$ cat config.mk
export PLATFORM = sky130hd
export DESIGN_NAME = cam_i2c_arbiter
export DESIGN_NICKNAME = d
export VERILOG_FILES = /design/src/rtl/cam_i2c_arbiter.sv
export SDC_FILE = /design/constraint.sdc
export NUM_CORES = 1
export LEC_CHECK = 0
export BUFFER_PORTS_ARGS = -buffer_cell sky130_fd_sc_hd__buf_2
export CAP_MARGIN = 10
export CORE_MARGIN = 3
export CORE_UTILIZATION = 30
export DETAILED_ROUTE_END_ITERATION = 10
export PLACE_DENSITY = 0.59
export REMOVE_ABC_BUFFERS = 1
export SLEW_MARGIN = 10
export SYNTH_ARGS = -nofsm -noshare
export SYNTH_HDL_FRONTEND = slang
export SYNTH_SLANG_ARGS = --single-unit
$ cat constraint.sdc
create_clock -name clk400 -period 1.7 [get_ports clk400]
set_input_delay 0.085 -clock clk400 [delete_from_list [all_inputs] [get_ports clk400]]
set_output_delay 0.085 -clock clk400 [all_outputs]
set_load 0.01 [all_outputs]
$ cat src/rtl/cam_i2c_arbiter.sv
// Round-robin arbiter that shares one camera I2C write engine between two requesters.
// Optional send-to-completion timeout abort: define I2C_ARB_TIMEOUT_EN.

module cam_i2c_arbiter #(
    parameter int TIMEOUT_CYC = 4096,
    parameter int TO_W        = 13
) (
    input  logic        clk400,
    input  logic        reset,
    input  logic        req0,
    input  logic        req1,
    input  logic [7:0]  slave0,
    input  logic [7:0]  slave1,
    input  logic [15:0] reg0,
    input  logic [15:0] reg1,
    input  logic [7:0]  data0,
    input  logic [7:0]  data1,
    output logic        gnt0,
    output logic        gnt1,
    output logic        done0,
    output logic        done1,
    output logic        err0,
    output logic        err1,
    output logic        busy,
    output logic        eng_send,
    output logic [7:0]  eng_slave,
    output logic [15:0] eng_reg,
    output logic [7:0]  eng_data,
    input  logic        eng_ready,
    input  logic        eng_nack
);

    typedef enum logic [2:0] {
        S_IDLE,
        S_ISSUE,
        S_WAIT_BUSY,
        S_WAIT_DONE,
        S_RELEASE
    } state_t;

    state_t      r_state;
    state_t      w_next;
    logic        r_owner;
    logic        r_rr;
    logic        r_err;
    logic        r_send;
    logic [7:0]  r_slave;
    logic [15:0] r_reg;
    logic [7:0]  r_data;
    logic        w_go;
    logic        w_winner;
    logic        w_timeout;
    logic        w_busy;
    logic        w_rel;

    assign w_go     = eng_ready & (req0 | req1);
    assign w_winner = (req0 & req1) ? r_rr : req1;

    // The counter must be able to hold TIMEOUT_CYC; an empty marker block flags misuse.
    if ((64'd1 << TO_W) <= 64'(TIMEOUT_CYC)) begin : g_to_w_too_small
    end

`ifdef I2C_ARB_TIMEOUT_EN
    logic [TO_W-1:0] r_to_cnt;
    logic            w_waiting;

    assign w_waiting = (r_state == S_WAIT_BUSY) | (r_state == S_WAIT_DONE);
    assign w_timeout = w_waiting & (r_to_cnt == TO_W'(TIMEOUT_CYC - 1));

    always_ff @(posedge clk400) begin
        if (reset) begin
            r_to_cnt <= '0;
        end else if (r_state == S_ISSUE) begin
            r_to_cnt <= '0;
        end else if (w_waiting) begin
            r_to_cnt <= r_to_cnt + TO_W'(1);
        end
    end
`else
    assign w_timeout = 1'b0;
`endif

    always_ff @(posedge clk400) begin
        if (reset) begin
            r_state <= S_IDLE;
        end else begin
            r_state <= w_next;
        end
    end

    always_comb begin
        w_next = r_state;
        unique case (r_state)
            S_IDLE:      if (w_go) w_next = S_ISSUE;
            S_ISSUE:     w_next = S_WAIT_BUSY;
            S_WAIT_BUSY: begin
                if (w_timeout)       w_next = S_RELEASE;
                else if (!eng_ready) w_next = S_WAIT_DONE;
            end
            S_WAIT_DONE: if (w_timeout || eng_ready) w_next = S_RELEASE;
            S_RELEASE:   w_next = S_IDLE;
            default:     w_next = S_IDLE;
        endcase
    end

    always_ff @(posedge clk400) begin
        if (reset) begin
            r_owner <= 1'b0;
            r_rr    <= 1'b0;
            r_err   <= 1'b0;
            r_send  <= 1'b0;
            r_slave <= '0;
            r_reg   <= '0;
            r_data  <= '0;
        end else begin
            r_send <= (r_state == S_ISSUE);
            if (r_state == S_IDLE && w_go) begin
                r_owner <= w_winner;
                r_err   <= 1'b0;
                r_slave <= w_winner ? slave1 : slave0;
                r_reg   <= w_winner ? reg1   : reg0;
                r_data  <= w_winner ? data1  : data0;
            end
            if (r_state == S_WAIT_DONE && eng_ready) begin
                r_err <= eng_nack;
            end
            // A timeout overrides whatever NACK the engine reports.
            if (w_timeout) begin
                r_err <= 1'b1;
            end
            if (r_state == S_RELEASE) begin
                r_rr <= ~r_owner;
            end
        end
    end

    assign w_busy = (r_state != S_IDLE);
    assign w_rel  = (r_state == S_RELEASE);

    always_comb begin
        busy  = w_busy;
        gnt0  = w_busy & ~r_owner;
        gnt1  = w_busy & r_owner;
        done0 = w_rel & ~r_owner;
        done1 = w_rel & r_owner;
        err0  = w_rel & ~r_owner & r_err;
        err1  = w_rel & r_owner & r_err;
    end

    assign eng_send  = r_send;
    assign eng_slave = r_slave;
    assign eng_reg   = r_reg;
    assign eng_data  = r_data;

endmodule

Yosys cells after proc, flatten, opt, wreduce, memory -nomap -nowiden. Index checks and enable logic that the tools add are counted.

Flip-flop bits (word level): 39. Input port bits: 70. Output and inout bits: 40. Word-level logic and storage cells: 41.

Bitwise operators: 10. Reductions and logical operators: 6. Eq/ne operators: 7. Multiplexer cells: 10.

Operator list (number): $mux 16 (1); $mux 8 (2); $pmux 3 s4 (1); $mux 3 (3); $and 1x1->1 (8); $eq 3x2->1 const B (2); $ne 2x2->1 const B (3); $eq 3x1->1 const B (1); $eq 3x3->1 const B (1); $logic_not 3->1 (1); $mux 1 (3); $reduce_and 3->1 (1); $reduce_bool 3->1 (1); $logic_and 1x1->1 (2); $reduce_bool 2->1 (1); $not 1->1 (1); $or 1x1->1 (1).

Longest topological paths before layout. Gate-level depths: netlist of the first run.

Word-level depth: 5. Depth in mapped cells: 7. Gate-level depth less buffers: 3.

Worst setup path after synthesis of the first run. No wires, ideal clock.

Path type: register to register. From: register r_state[2]. To: register r_slave[0] (netlist: eng_slave[0]). Arrival: 1.275 ns. Path buffers: 2. Slack: 0.337 ns. Cell stages (with the launch flop): 6. Required time: 1.611 ns. Period minus slack after synthesis: 1.363 ns. Cells stage by stage: dfxtp_1 > buf_2 > nor2_2 > clkbuf_1 > a31oi_1 > a311oi_2.

Cells in the longest elaborated chain, start to end: 2.

Ends and longest elaborated chain: start: declaration (line 41) `state_t r_state;`; start signal: assignment (line 87) `r_state <= w_next;`; $logic_not 3->1 (line 117) `if (r_state == S_IDLE && w_go) begin`; $logic_and 1x1->1 (line 117); end signal: assignment (line 120) `r_slave <= w_winner ? slave1 : slave0;`; end: declaration (line 47) `logic [7:0] r_slave;`.

No other way between the ends. A chain may end at the register's enable or synchronous reset.

Final worst setup path of the first run.
From: register r_state[1]. To: output port err1.

Cells in the longest elaborated chain, start to end: 3.

Ends and longest elaborated chain: $eq 3x3->1 (line 138) `assign w_rel = (r_state == S_RELEASE);`; $and 1x1->1 (2 in a row) (line 147) `err1 = w_rel & r_owner & r_err;`; end: declaration (line 23) `output logic err1,`.

No other way between the ends.

==> out/metrics.yaml, run 1 <==
ioPinCount: 110
hold_class: "in2reg"
grt_max_degree: 39
diodes: 0
layout.nets: 400
core-area_um2: 7019
pre_cts_slack_ps: 347.1
fin_crit_ps: 1482
post_cts_buffers: 0
clock_tree.buffer_depth: 2
yosys-top-cells-area: "dfxtp_1 35%, a311oi_2 20%, nand3b_1 11%, a31oi_1 9.2%, o21ai_0 7.2%"
place_inst: 419
gr-max-usage-layer: "met2"
cts_inserted_buffers: 5
cts_max_level: 2
rsz0062_at_grt: "no"
antenna_found_initial: 0
synth_area_um2: 2238
ys_seq_elements: 39
drc: 0
port_buffers: 109
final_cells: 427
fin_ws_ps: 218.4
place.gp.congestion: 0.7584
stdcell_area_um2: 2995
crit_required_ps: 1620
status: "completed"
finalHoldViolCount: 0
worst_clock_skew_ps: 6.567
period_share_pct: 87.15
clkSinkCount: 39
dpl-instance-area_um2: 2883
yosys.area.top_type_share_pct: 34.88
initial_core_util_pct: 31.89
drive_gt1_share_pct: 50.15
synthTopCellsByCount: "39 x dfxtp_1, 33 x a31oi_1, 33 x nand3b_1"
crit_arrival_ps: 1400
hold_ws_ps: 35.32
grt_pass1_vias: 2296
grt_util_met1_pct: 19.47
maxCapViolCount: 0
worstMarginPinSlew_ps: 595.2
die_width_um: 92.38
post_cts_resized: 0
yosysSeqAreaShare_pct: 34.88
drt_pass1_iterations: 7
ys.flop_type: "dfxtp_1"
startpoint_type: "flop"
drt-total-wl_um: 6746
insertion_delay_ps: 290
slew_headroom_pct: 60.32
p_leak_nw: 1.213
yosys_warnings: 0
ys_types: 27
die_area_um2: 8534
std_cell_rows: 30
synth_edf_count: 0
wl_per_cell_um: 15.80
slew_violations: 0
met3_usage_pct: 3.737
via_per_inst: 5.363
power.density_nw_per_um2: 844.5
async_flop_share_pct: 0
vias: 2290
fmax_mhz: 675.0
crit_path_end_kind: "output pin"
setup_viol: 0
critPathKind: "reg2out"
path_clk_slew_ps: 80
ir_drop_uv: 331.4
largest_register_ffs: 16
grt-ovfl-total: 0
grt_use_met2_pct: 27.61
avgSynthCellArea_um2: 9.525
synth.most_common_cell: "dfxtp_1"
grt_pass1_wl_um: 11070
dp_hpwl_um: 4841
grt_use_total_pct: 15.78
syn2layout_area_growth_pct: 33.82
fin_util_pct: 42.67
cts_hold_buf: 0
final_antenna_net_count: 0
drtIter0Drc: 78
yosys.area.top_type: "dfxtp_1"
cts_tree: "done"
crit_fanout: 7
fp.dieH_um: 92.38
syn_inst: 235
root_buffer: "clkbuf_8"
cells by family (layout without fill, tap and decap cells):
logic type | count (synthesis) | after routing | share of synthesized area, %
buffers and inverters | 39 | 135 | 8.719
AOI/OAI and AO/OA | 101 | 101 | 38.85
and+or+nand+nor | 56 | 56 | 17.55
DFF | 39 | 39 | 34.88
critical path: stages (launching register included):
cell	delay [ps]
dfxtp_1	470
nor2_1	120
and3_1	230
and2_1	160
buf_2	130
stage by stage:
stage	TNS, ps	power (W)
after floorplan	-28390	0.001433
after global placement	0	0.001753
after detailed placement	0	0.001764
after CTS	0	0.002560
after global routing	0	0.002662
final	0	0.002530
cells in the final DEF (no fill, tap or decap), drive strengths merged, types with 3 or more instances in the layout:
cell	count
a31oi	33
nor2	5
clkbuf	5
nor2b	3
nand3b	33
o21ai	32
inv	5
buf	122
a311oi	32
dfxtp	39
and3	4
power breakdown:
| part | switching, W | internal (W) |
|---|---|---|
| Combinational | 0.000375 | 0.000312 |
| Sequential | 0.0000487 | 0.000998 |
| Clock | 0.000358 | 0.000438 |
| Total | 0.000782 | 0.00175 |
area by class of cell:
cell class	instances	area (µm²)
tap	96	120.1
sequential	39	780.7
inverter	5	18.77
timing repair buffer	122	680.7
multi-input combinational	157	1282
fill	729	4024
clock buffer	5	68.82
clock inverter	3	43.79
worst paths after layout:
kind | startpoint | endpoint | cells after the start | slack [ps]
max | r_state[1] | err1 | 4 | 220
min | eng_nack | r_err | 3 | 40
max reg2reg | r_state[2] | eng_reg[7] | 4 | 360
min reg2reg | r_err | r_err | 2 | 490
per-layer routing:
metal  wire, µm  share of wire [%]
met1       3025                 45
met2       3182                 47
met3        482                7.1
met4         57               0.84
met5          0                  0
Power figures use the tool's default switching activity.
==> run 2, diff against run 1 <==
- clock period: 1.7 -> 1.6 ns (I/O delays scaled with it)
==> run 2 against run 1 <==
Design area is 0.42% higher. Critical endpoint unchanged. Critical path type unchanged. Sequential power increased by 6%. Routed wire length is 6.1% higher. Critical path depth unchanged. Via count is essentially flat. Largest cell class unchanged. Core utilization rose by 0.18 points. Highest routed layer unchanged. Final cell count is 0.70% higher.
==> out/metrics.yaml, run 2 (synthesis results as in run 1) <==
regToRegStartpoint: "r_state[2]"
maxCapViolCount: 0  # unchanged
fmax_mhz: 688.5
antenna_found_initial: 0  # unchanged
port_buffers: 109  # unchanged
crit_path_end_kind: "output pin"
cts_max_level: 2  # unchanged
critPathLaunch: "r_state[1]"
insertion_delay_ps: 280  # about the same
ioPinCount: 110  # unchanged
startpoint_type: "flop"
path_clk_slew_ps: 80  # about the same
clock_tree.buffer_depth: 2  # unchanged
grt-ovfl-total: 0  # unchanged
cts_tree: "done"
final_antenna_net_count: 0  # unchanged
fp.dieH_um: 92.38  # unchanged
final_common_cell: "buf_2"
finalHoldViolCount: 0  # unchanged
drt-total-wl_um: 7158  # +6.1%
register_area_um2: 780.7  # unchanged
power.density_nw_per_um2: 865.5  # +2.5%
std_cell_rows: 30  # unchanged
ir_drop_uv: 388.5  # +17%
drive_gt1_share_pct: 50.60  # +0.45 points
crit_buf_inv: 1  # unchanged
hold_path_startpoint: "eng_nack"
slew_headroom_pct: 67.41  # +7.1 points
cts_inserted_buffers: 5  # unchanged
drc: 0  # unchanged
multi_input_area_um2: 1285  # +0.19%
drt_pass1_iterations: 4  # -3
cpPeakStageDelay_ps: 480  # about the same
setup_viol: 0  # unchanged
grt_use_total_pct: 16.10  # +0.32 points
root_buffer: "clkbuf_8"
syn2layout_area_growth_pct: 34.38
diodes: 0  # unchanged
grt_pass1_wl_um: 11060  # about the same
worstMarginPinSlew_ps: 488.2  # -107.0 ps
cts_hold_buf: 0  # unchanged
place.gp.congestion: 0.7449  # -1.8%
dp_hpwl_um: 5031  # +3.9%
initial_core_util_pct: 31.89  # unchanged
rsz0062_at_grt: "no"
status: "completed"
drtIter0Drc: 89  # +14%
largest_register_ffs: 16  # unchanged
hold_class: "in2reg"
vias: 2291  # +0.044%
nFillCells: 743  # +1.9%
fin_crit_ps: 1453
timing.setup.tns_ps: 0  # unchanged
final_cells: 430  # +0.70%
place_inst: 422  # +0.72%
via_per_inst: 5.328  # -0.65%
worst_clock_skew_ps: 2.430  # -4.137 ps
crit_family: "flip-flops"
p_leak_nw: 1.222  # +0.72%
period_share_pct: 90.78
grt_max_degree: 38  # -2.6%
slew_violations: 0  # unchanged
crit_arrival_ps: 1370  # -30 ps
clkSinkCount: 39  # unchanged
crit_chain: "nor2_2 -> and3_1 -> and2_1 -> buf_2"
grt_pass1_vias: 2145  # -6.6%
die_width_um: 92.38  # unchanged
critPathKind: "reg2out"
post_cts_buffers: 0  # unchanged
crit_fanout: 7  # unchanged
wl_per_cell_um: 16.65  # +5.4%
slowest_stage: "dfxtp_1"
core-area_um2: 7019  # unchanged
die_area_um2: 8534  # unchanged
layout.nets: 403  # +0.75%
crit_required_ps: 1520  # -100 ps
fin_util_pct: 42.85  # +0.18 points
final_cell_mix: "109 x buf_2, 39 x dfxtp_1, 33 x nand3b_1, 33 x a31oi_1, 32 x o21ai_0"
run 2: changes by cell type in the layout (fill, tap and decap cells not counted), sizes merged:
cell	change
buf	+3
bufinv	-1
clkbuf	+3
clkinv	-2
run 2: power breakdown:
| part | internal, W | switching [W] |
|---|---|---|
| Combinational | 0.000340 | 0.000409 |
| Sequential | 0.00106 | 0.0000524 |
| Clock | 0.000394 | 0.000348 |
| Total | 0.00179 | 0.000809 |
run 2: final timing paths:
check | cells after the start | slack, ps | to
max reg2reg | 4 | 250 | eng_reg[6]
min reg2reg | 2 | 480 | r_err
min | 3 | 40 | r_err
max | 4 | 150 | err1
run 2: metrics by stage:
step | hold slack (ps) | setup slack [ps] | cell area, µm² | power, W
global placement | 330.0 | 284.3 | 2905 | 0.001877
detailed placement | 337.5 | 226.9 | 2905 | 0.001888
global route | 57.40 | 21.83 | 3008 | 0.002749
finish | 43.37 | 147.5 | 3008 | 0.002603
floorplan | 147.9 | -942.6 | 2062 | 0.001522
CTS | 37.58 | 100.3 | 3005 | 0.002635
run 2: what timing repair did:
item | CTS | global route
endpoints found under the setup margin | 0 | 1
hold endpoints to repair | 0 | 0
resized for setup | 0 | 1
run 2: worst register-to-register path, stage by stage, from the launching register on:
cell      delay, ps
dfxtp_1         410
nor2_4          170
buf_4           290
a31oi_1         150
a311oi_2        250
run 2: layout make-up:
type	count	share of cell area, %
Timing Repair Buffer	125	23.38
Inverter	5	0.6240
Tap cell	96	3.993
Multi-Input combinational cell	157	42.72
Sequential cell	39	25.96
Clock buffer	8	3.328
run 2: routing by layer:
metal | wire, µm | global-route usage (%)
met1 | 3326 | 21.10
met2 | 3327 | 26.40
met3 | 430 | 4.143
met4 | 74 | 3.837
met5 | 0 | 0
